$ cat src/rtl/keypad_pkg.sv
// Shared types and constants for the keypad conditioner.
// Build option: define KEYPAD_AUTOREPEAT_EN to add the RPT_WAIT autorepeat state.
package keypad_pkg;

   localparam int unsigned NUM_KEYS = 8;

   localparam logic [2:0] KEY_LEFT  = 3'd0;
   localparam logic [2:0] KEY_RIGHT = 3'd1;
   localparam logic [2:0] KEY_DOWN  = 3'd2;
   localparam logic [2:0] KEY_UP    = 3'd3;

   localparam logic [15:0] DEF_DEBOUNCE_CYCLES = 16'd50000;
   localparam logic [7:0]  DEF_PULSE_CYCLES    = 8'd8;
   localparam logic [23:0] DEF_REPEAT_DELAY    = 24'd5000000;
   localparam logic [23:0] DEF_REPEAT_PERIOD   = 24'd1000000;

`ifdef KEYPAD_AUTOREPEAT_EN
   typedef enum logic [1:0] {
      ST_IDLE     = 2'd0,
      ST_PULSE    = 2'd1,
      ST_HOLD     = 2'd2,
      ST_RPT_WAIT = 2'd3
   } kp_state_e;
`else
   typedef enum logic [1:0] {
      ST_IDLE  = 2'd0,
      ST_PULSE = 2'd1,
      ST_HOLD  = 2'd2
   } kp_state_e;
`endif

   // Lowest set index wins when several keys are pressed in the same cycle.
   function automatic logic [2:0] lowest_key(input logic [NUM_KEYS-1:0] keys);
      logic [2:0] idx;
      idx = 3'd0;
      for (int i = NUM_KEYS - 1; i >= 0; i--) begin
         if (keys[i]) idx = 3'(i);
      end
      return idx;
   endfunction

endpackage

$ cat src/rtl/keypad_conditioner_debounce.sv
// Single-key synchronizer and debouncer; emits a one-cycle press event on an
// accepted 0->1 change, suppressed for keys that were already down at reset.
module key_debounce
   import keypad_pkg::*;
#(
   parameter logic [15:0] DEBOUNCE_CYCLES = DEF_DEBOUNCE_CYCLES
)(
   input  logic clk,
   input  logic rst,
   input  logic raw_i,
   output logic stable_o,
   output logic press_o
);

   logic [1:0]  sync_q;
   logic [1:0]  vld_q;
   logic        stable_q, stable_d;
   logic        stable_prev_q;
   logic        armed_q, armed_d;
   logic [15:0] cnt_q, cnt_d;

   // NOTE: every signal written here gets a default first, so no latch is inferred.
   always_comb begin
      stable_d = stable_q;
      cnt_d    = cnt_q;
      if (sync_q[1] == stable_q) begin
         cnt_d = '0;
      end else if (32'(cnt_q) + 32'd1 >= 32'(DEBOUNCE_CYCLES) - 32'd1) begin
         stable_d = sync_q[1];
         cnt_d    = '0;
      end else begin
         cnt_d = cnt_q + 16'd1;
      end
      // A key arms only once it has been seen released after reset.
      armed_d = armed_q | (vld_q[1] & ~sync_q[1] & ~stable_q);
   end

   // NOTE: sequential state is updated with non-blocking assignments only.
   always_ff @(posedge clk or negedge rst) begin
      if (!rst) begin
         sync_q        <= '0;
         vld_q         <= '0;
         stable_q      <= 1'b0;
         stable_prev_q <= 1'b0;
         armed_q       <= 1'b0;
         cnt_q         <= '0;
      end else begin
         sync_q        <= {sync_q[0], raw_i};
         vld_q         <= {vld_q[0], 1'b1};
         stable_q      <= stable_d;
         stable_prev_q <= stable_q;
         armed_q       <= armed_d;
         cnt_q         <= cnt_d;
      end
   end

   assign stable_o = stable_q;
   assign press_o  = stable_q & ~stable_prev_q & armed_q;

endmodule

$ cat src/rtl/keypad_conditioner.sv
// Keypad conditioner top: eight debounced keys feed a single-owner pulse FSM.
// Build option: KEYPAD_AUTOREPEAT_EN enables autorepeat through RPT_WAIT.
module keypad_conditioner
   import keypad_pkg::*;
#(
   parameter logic [15:0] DEBOUNCE_CYCLES = DEF_DEBOUNCE_CYCLES,
   parameter logic [7:0]  PULSE_CYCLES    = DEF_PULSE_CYCLES,
   parameter logic [23:0] REPEAT_DELAY    = DEF_REPEAT_DELAY,
   parameter logic [23:0] REPEAT_PERIOD   = DEF_REPEAT_PERIOD
)(
   input  logic       clk,
   input  logic       rst,
   input  logic [7:0] raw_keys,
   output logic [7:0] keypad,
   output logic       key_held
);

   logic [7:0] stable_key;
   logic [7:0] press_evt;

   for (genvar i = 0; i < NUM_KEYS; i++) begin : g_key
      key_debounce #(
         .DEBOUNCE_CYCLES(DEBOUNCE_CYCLES)
      ) u_deb (
         .clk     (clk),
         .rst     (rst),
         .raw_i   (raw_keys[i]),
         .stable_o(stable_key[i]),
         .press_o (press_evt[i])
      );
   end

   kp_state_e  state_q, state_d;
   logic [2:0] active_key_q, active_key_d;
   logic [7:0] pulse_cnt_q, pulse_cnt_d;
   logic [7:0] keypad_q, keypad_d;
   logic       key_held_q, key_held_d;

`ifdef KEYPAD_AUTOREPEAT_EN
   logic [23:0] rpt_cnt_q, rpt_cnt_d;
   logic        rpt_first_q, rpt_first_d;
`else
   logic unused_rpt_params;
   assign unused_rpt_params = ^{REPEAT_DELAY, REPEAT_PERIOD};
`endif

   // Movement key indices are decoded by the downstream FSM, not here.
   logic unused_key_map;
   assign unused_key_map = ^{KEY_UP, KEY_DOWN, KEY_RIGHT, KEY_LEFT};

   always_comb begin
      state_d      = state_q;
      active_key_d = active_key_q;
      pulse_cnt_d  = pulse_cnt_q;
`ifdef KEYPAD_AUTOREPEAT_EN
      rpt_cnt_d    = rpt_cnt_q;
      rpt_first_d  = rpt_first_q;
`endif
      unique case (state_q)
         ST_IDLE: begin
            if (|press_evt) begin
               active_key_d = lowest_key(press_evt);
               pulse_cnt_d  = PULSE_CYCLES - 8'd1;
               state_d      = ST_PULSE;
`ifdef KEYPAD_AUTOREPEAT_EN
               rpt_first_d  = 1'b1;
`endif
            end
         end
         ST_PULSE: begin
            if (pulse_cnt_q == '0) begin
`ifdef KEYPAD_AUTOREPEAT_EN
               state_d     = ST_RPT_WAIT;
               rpt_cnt_d   = rpt_first_q ? (REPEAT_DELAY - 24'd1) : (REPEAT_PERIOD - 24'd1);
               rpt_first_d = 1'b0;
`else
               state_d     = ST_HOLD;
`endif
            end else begin
               pulse_cnt_d = pulse_cnt_q - 8'd1;
            end
         end
         ST_HOLD: begin
            if (!stable_key[active_key_q]) state_d = ST_IDLE;
         end
`ifdef KEYPAD_AUTOREPEAT_EN
         ST_RPT_WAIT: begin
            // Release wins over an expiring repeat timer.
            if (!stable_key[active_key_q]) begin
               state_d = ST_IDLE;
            end else if (rpt_cnt_q == '0) begin
               state_d     = ST_PULSE;
               pulse_cnt_d = PULSE_CYCLES - 8'd1;
            end else begin
               rpt_cnt_d = rpt_cnt_q - 24'd1;
            end
         end
`endif
         default: state_d = ST_IDLE;
      endcase

      // Outputs follow the current state one cycle later, keeping them registered.
      keypad_d   = (state_q == ST_PULSE) ? (8'd1 << active_key_q) : 8'h00;
      key_held_d = (state_q != ST_IDLE);
   end

   always_ff @(posedge clk or negedge rst) begin
      if (!rst) begin
         state_q      <= ST_IDLE;
         active_key_q <= '0;
         pulse_cnt_q  <= '0;
         keypad_q     <= 8'h00;
         key_held_q   <= 1'b0;
`ifdef KEYPAD_AUTOREPEAT_EN
         rpt_cnt_q    <= '0;
         rpt_first_q  <= 1'b0;
`endif
      end else begin
         state_q      <= state_d;
         active_key_q <= active_key_d;
         pulse_cnt_q  <= pulse_cnt_d;
         keypad_q     <= keypad_d;
         key_held_q   <= key_held_d;
`ifdef KEYPAD_AUTOREPEAT_EN
         rpt_cnt_q    <= rpt_cnt_d;
         rpt_first_q  <= rpt_first_d;
`endif
      end
   end

   assign keypad   = keypad_q;
   assign key_held = key_held_q;

endmodule

$ cat config.mk
export PLATFORM = sky130hd
export DESIGN_NAME = keypad_conditioner
export DESIGN_NICKNAME = d
export VERILOG_FILES = /design/src/rtl/keypad_pkg.sv /design/src/rtl/keypad_conditioner_debounce.sv /design/src/rtl/keypad_conditioner.sv
export SDC_FILE = /design/constraint.sdc
export NUM_CORES = 1
export LEC_CHECK = 0
export ABC_AREA = 1
export CAP_MARGIN = 5
export CORE_MARGIN = 1.5
export CORE_UTILIZATION = 30
export CTS_CLUSTER_SIZE = 12
export DETAILED_ROUTE_END_ITERATION = 10
export PLACE_DENSITY = 0.53
export SLEW_MARGIN = 5
export SYNTH_ARGS = -nofsm -noshare
export SYNTH_HDL_FRONTEND = slang
export SYNTH_HIERARCHICAL = 1
export SYNTH_SLANG_ARGS = --single-unit
$ cat constraint.sdc
create_clock -name clk -period 4 [get_ports clk]
set_input_delay 0.4 -clock clk [delete_from_list [all_inputs] [get_ports clk]]
set_output_delay 0.4 -clock clk [all_outputs]
set_load 0.02 [all_outputs]
==> out/results.txt, run 1 <==
combinational share of power: 3.4%
cells along the critical path: ha_1 > nand3_2 > nor2_2 > nand2_1 > nand2_1 > nand2_1 > nor2_1 > nand2_1 > o21ai_4 > nand4_4 > nor2_1
Final Hold Viols: 0
Cell variety after synth: 30
Seq pwr share: 45.4%
crit path max fanout: 16
Most Frequent Cell on Critical Path: nand2_1
clock share of power: 51.2%
Placement Cell Area: 0.0129 mm²
RSZ-0062 raised after global routing: false
DPL Wire Length: 18400 µm
Chip Width: 204 µm
Main synth FF type: dfrtp_1
largest net degree at the start of global routing: 102
fin util: 34.7%
hold_sp: raw_keys[6]
required time worst endpoint: 4.46 ns
status: finished, final reports clean
setup TNS: 0 ns
Startpoint Class: register
Avg Inst Size Synth: 7.55 µm²
row cnt: 73
cell leakage power: 5.98 nW
Finished Cell Area: 0.0138 mm²
GRT Residual Overflow: 0
dpl ws: 1.76 ns
Worst Setup EP: g_key[6].u_deb/cnt_q[12]
# fillers: 4165
clock period minus final worst setup slack: 2.25 ns
fmax: 0.444 GHz
R2R depth: 11
Syn Std Cell Area: 0.0121 mm²
Critical Path Max Stage Delay: 0.44 ns
actual slew at the worst max-slew pin: 0.788 ns
Initial Util: 30.4%
final period utilization: 56.3%
Syn-to-layout area delta: 14.0%
vias in the first global route: 9601
Antenna diodes: 0
switch share: 22.1%
Max transition margin: 47.5%
Routed WL: 24900 µm
I/O pins: 19
initial antenna violation count: 0
fin. max-slew vios: 0
syn_nets: 1633
first-pass GRT wire length: 44400 µm
DR vias: 9799
nets: 1675
die height: 204 µm
fraction of layout cells with a size suffix above 1: 15.1%
Post-synth EDFFs: 0
peak supply drop: 0.280 mV
postcts setup bufs: 0
cell count after placement: 2143
commonest cells after routing, fill and taps aside: 431 x nand2_1, 243 x nor2_1, 212 x inv_1
Worst Skew: 0.0306 ns
endpoint class of the critical path: register
hold_buf cts: 1
Clock Sinks: 206
switching pwr: 1.05 mW
Internal Power: 3.71 mW
Max Root-Sink Buffers: 3
final setup vio count: 0
YS warnings: 6
Power Density: 344 mW/mm²
Final Non-Filler Cells: 2191
H-tree Lvls: 1
commonest non-fill, non-tap cell in the layout: nand2_1
WL per Instance: 11.4 µm
Initial DRC Count: 548
CP arrival: 2.72 ns
Critical Path Source: g_key[6].u_deb/cnt_q[0]
#FFs+latches synth: 206
full die area: 0.0416 mm²
post_cts resized: 0
Reg area: 0.00515 mm²
Worst R2R Setup Slack: 1.75 ns
Gate Count Post-Synth: 1605
Power, Total: 4.76 mW
CTS tree: built
worst r2r dst: g_key[6].u_deb/cnt_q[12]
CP max-delay cell: dfrtp_1
RR Startpoint: g_key[6].u_deb/cnt_q[0]
antenna viol nets, final: 0
# DRC: 0
GRT Total Usage: 12.5%
Root Buffer: clkbuf_16
core area: 0.0398 mm²
Setup CP Type: register to register
clk slew on worst S/H paths: 0.06 ns
1st-pass router iterations: 4
ys async rst share: 100%
port bufs: 18
maxcap violations: 0
clock network latency to the later pin of the worst-skew pair: 0.55 ns
post-layout worst setup margin: 1.75 ns
Vias/cell: 4.47
worst min path class: input pin to register
Hold WS: 0.301 ns
sequential area share after synthesis: 42.5%
Multi-input gate area: 0.00603 mm²
CTS Buf Count: 26
Routability Congestion: 0.827
## power by group through the flow
stage	registers, mW	logic, mW	clock network (mW)
after floorplan	2.19	0.0968	0
after global placement	2.19	0.167	0
after detailed placement	2.20	0.167	0
after CTS	2.16	0.168	2.53
after global routing	2.16	0.190	2.62
final	2.16	0.161	2.44
## sequential cells by signal, indices dropped and copies added, names as in the netlist
register / flops
g_key.u_deb/vld_q: 16
state_q: 2
g_key.u_deb/cnt_q: 128
keypad: 8
g_key.u_deb/stable_o: 8
pulse_cnt_q: 8
g_key.u_deb/sync_q: 16
key_held: 1
g_key.u_deb/armed_q: 8
active_key_q: 3
g_key.u_deb/stable_prev_q: 8
## cell families (layout without fill, tap and decap cells)
kind of cell	after synthesis	count (layout)	synth area share, %
simple gates	1078	1078	43.3
buf+inv	231	292	7.71
flops	206	206	42.5
compound gates	53	53	3.55
fa+ha+maj	18	18	1.86
xor+xnor	11	11	0.795
other cells	8	8	0.248
## cell usage after synthesis, types with 9 or more instances
cell	count	area, µm²
xor2_1	11	96.3
nand3_1	116	581
nor2_1	243	912
nor2_2	109	682
nand3_2	18	180
nand2_1	431	1620
inv_1	212	796
nor3_1	9	45.0
o21bai_1	10	75.1
o21ai_0	12	60.1
ha_1	18	225
nand3b_1	24	180
buf_6	9	101
nand4_1	65	407
o21ai_4	10	163
nand2_2	28	175
dfrtp_1	206	5150
nor2_4	17	191
## critical path, delay by kind of cell, from the launching register on
kind	cells	cell delay [ns]
adder cells (fa/ha/maj)	1	0.27
flip-flops	1	0.44
AO/OA/AOI/OAI	1	0.19
AND/OR/NAND/NOR	9	1.26
## layer usage
layer,vias up,routed length (µm),GRT usage [%]
met5,-,0,0
met4,0,677,3.83
li1,5114,-,-
met2,111,11400,21.2
met3,39,747,1.90
met1,4535,12100,16.5
## final cells by class
type | instances | share of cell area (%)
well taps | 525 | 4.75
multi-input cells | 1168 | 43.6
clock buffers | 35 | 5.32
repair buffers | 24 | 1.68
inverters | 221 | 6.00
clock inverters | 12 | 1.29
flip-flops and latches | 206 | 37.3
## how the worst min path moves through the flow
stage,endpoint,slack [ns],cells after the start
2_1_floorplan,active_key_q[0],0.10,0
3_3_place_gp,g_key[4].u_deb/vld_q[1],0.33,0
3_5_place_dp,g_key[1].u_deb/vld_q[1],0.33,0
4_1_cts,g_key[6].u_deb/sync_q[0],0.27,1
5_1_grt,g_key[6].u_deb/sync_q[0],0.27,1
6_report,g_key[6].u_deb/sync_q[0],0.30,1
(Power assumes the default switching activity.)
==> run 2: changes to the inputs <==
PLACE_DENSITY = 0.55   (was 0.53)
clock period = 1.95 ns   (was 4 ns; I/O delays follow)
==> out/results.txt, run 2 (synthesis gave the netlist of run 1 again) <==
Max transition margin: 65.8% (+18 points)
DPL Wire Length: 18500 µm (+0.43%)
failing checks: negative setup slack
RR Startpoint: g_key[3].u_deb/cnt_q[1]
final period utilization: 102% (+45 points)
fin util: 41.1% (+6.4 points)
DR vias: 10500 (+7.5%)
core area: 0.0398 mm² (unchanged)
Routability Congestion: 0.830 (+0.35%)
nets: 1790 (+6.9%)
WL per Instance: 12.1 µm (+6.5%)
Setup CP Type: register to register
fmax: 0.504 GHz (+14%)
Largest register FFs: 128 (unchanged)
initial antenna violation count: 0 (unchanged)
Antenna diodes: 0 (unchanged)
clock period minus final worst setup slack: 1.99 ns (-0.268 ns)
status: finished, violations left
Most Frequent Cell on Critical Path: nand3_4
Worst R2R Setup Slack: -0.04 ns (-1.78 ns)
row cnt: 73 (unchanged)
first-pass GRT wire length: 45600 µm (+2.7%)
commonest cells after routing, fill and taps aside: 353 x nand2_1, 205 x inv_1, 196 x dfrtp_1
largest net degree at the start of global routing: 63 (-38%)
Reg with most FFs: g_key.u_deb/cnt_q
Final Hold Viols: 0 (unchanged)
1st-pass router iterations: 5 (+1)
crit path max fanout: 8 (-8)
final setup vio count: 47 (+47)
die height: 204 µm (unchanged)
I/O pins: 19 (unchanged)
cell leakage power: 6.94 nW (+16%)
hold_sp: raw_keys[6]
required time worst endpoint: 2.39 ns (-2.07 ns)
CP max-delay cell: dfrtp_1
hold depth: 1 (unchanged)
# DRC: 0 (unchanged)
clk slew on worst S/H paths: 0.06 ns (about the same)
Startpoint Class: register
hold path endpoint: g_key[6].u_deb/sync_q[0]
Root Buffer: clkbuf_16
CTS tree: built
Clock Sinks: 206 (unchanged)
RSZ-0062 raised after global routing: true
endpoint class of the critical path: register
Routed WL: 27900 µm (+12%)
Initial Util: 30.4% (unchanged)
R2R depth: 12 (+1)
GRT Total Usage: 12.9% (+0.40 points)
vias in the first global route: 9934 (+3.5%)
worst min path class: input pin to register
commonest non-fill, non-tap cell in the layout: nand2_1
actual slew at the worst max-slew pin: 0.513 ns (-0.275 ns)
antenna viol nets, final: 0 (unchanged)
CP arrival: 2.42 ns (-0.30 ns)
full die area: 0.0416 mm² (unchanged)
clock network latency to the later pin of the worst-skew pair: 0.55 ns (about the same)
setup TNS: -0.755 ns (-0.755 ns)
port bufs: 18 (unchanged)
cells along the critical path: ha_4 > nand3_4 > nor2_4 > buf_6 > nand4_1 > nand2_2 > nand3_4 > nor2_4 > nand3_4 > nand4_4 > clkbuf_16 > nor2_2
Power Density: 608 mW/mm² (+76%)
CTS Buf Count: 26 (unchanged)
maxcap violations: 0 (unchanged)
Vias/cell: 4.57 (+2.1%)
fraction of layout cells with a size suffix above 1: 33.2% (+18 points)
Initial DRC Count: 502 (-8.4%)
worst r2r dst: g_key[3].u_deb/cnt_q[7]
Chip Width: 204 µm (unchanged)
Critical Path Max Stage Delay: 0.42 ns (-0.02 ns)
Worst Skew: 0.0231 ns (-0.00752 ns)
biggest regs: g_key.u_deb/cnt_q x128, g_key.u_deb/sync_q x16, g_key.u_deb/vld_q x16
fin. max-slew vios: 0 (unchanged)
post-layout worst setup margin: -0.0350 ns (-1.78 ns)
H-tree Lvls: 1 (unchanged)
peak supply drop: 0.588 mV (+110%)
GRT Residual Overflow: 0 (unchanged)
Max Root-Sink Buffers: 3 (unchanged)
Syn-to-layout area delta: 35.1%
Power, Total: 9.95 mW (+110%)
==> run 2: cell types whose count changed in the layout (fill, tap and decap cells not counted), sizes merged <==
cell / change
buf: +107
inv: +2
clkinv: +2
clkinvlp: +1
bufinv: -2
nand4: +1
clkbuf: +5
==> run 2: worst max path at each step <==
stage | startpoint | endpoint | cells past startpoint
after CTS | g_key[6].u_deb/cnt_q[0] | g_key[6].u_deb/cnt_q[4] | 13
after global routing | g_key[5].u_deb/cnt_q[0] | g_key[5].u_deb/cnt_q[11] | 13
after floorplan | g_key[0].u_deb/cnt_q[0] | g_key[0].u_deb/cnt_q[12] | 13
after detailed placement | g_key[0].u_deb/cnt_q[0] | g_key[0].u_deb/cnt_q[0] | 11
after global placement | g_key[7].u_deb/cnt_q[0] | g_key[7].u_deb/cnt_q[12] | 13
final | g_key[3].u_deb/cnt_q[1] | g_key[3].u_deb/cnt_q[7] | 12
==> run 2: area by class of cell <==
class / instances / area, µm²
repair buffers: 138 / 1440
clock inverters: 15 / 140
fillers: 4003 / 23500
inverters: 221 / 833
flip-flops and latches: 206 / 5170
clock buffers: 33 / 728
well taps: 525 / 657
multi-input cells: 1169 / 7410
==> run 2: per-stage QoR <==
step / setup WS, ns / cells / hold WS, ns / instance area, µm²
2_1_floorplan: 0.0749 / 1605 / -0.101 / 12100
3_3_place_gp: -0.0964 / 2208 / 0.172 / 13500
3_5_place_dp: -0.123 / 2208 / 0.182 / 13500
4_1_cts: 0.000298 / 2265 / 0.0670 / 14600
5_1_grt: -0.171 / 2307 / 0.0785 / 16400
6_report: -0.0350 / 2307 / 0.0902 / 16400
==> run 2: routing by layer <==
layer | GRT usage [%] | up-vias | wire [µm] | part of all wire (%)
li1 | - | 5355 | - | -
met1 | 16.6 | 4993 | 12600 | 45
met2 | 22.5 | 134 | 13800 | 49
met3 | 2.02 | 51 | 834 | 3.0
met4 | 3.55 | 0 | 716 | 2.6
met5 | 0 | - | 0 | 0
==> run 2: report_power, final <==
part | switching [mW] | total (mW) | leakage (nW) | internal [mW]
registers | 0.0815 | 4.43 | 2.73 | 4.35
logic | 0.386 | 0.684 | 3.78 | 0.299
clock network | 1.92 | 4.83 | 0.426 | 2.91
total | 2.39 | 9.95 | 6.94 | 7.56
==> run 2: worst max-delay path: cells and delay by family (launching register included) <==
| family | cells | cell delay (ns) |
|---|---|---|
| buffers and inverters | 2 | 0.30 |
| adders and majority gates | 1 | 0.20 |
| and+or+nand+nor | 9 | 0.95 |
| DFF | 1 | 0.42 |
==> run 2: timing repair <==
| action | CTS | global route |
|---|---|---|
| endpoints found under the hold margin | 56 | 0 |
| resized for setup | 43 | 334 |
| cloned | 1 | 7 |
| buffers inserted | 7 | 35 |
| endpoints found under the setup margin | 130 | 136 |
| hold buffers | 1 | 0 |
| pin swaps | 12 | 124 |
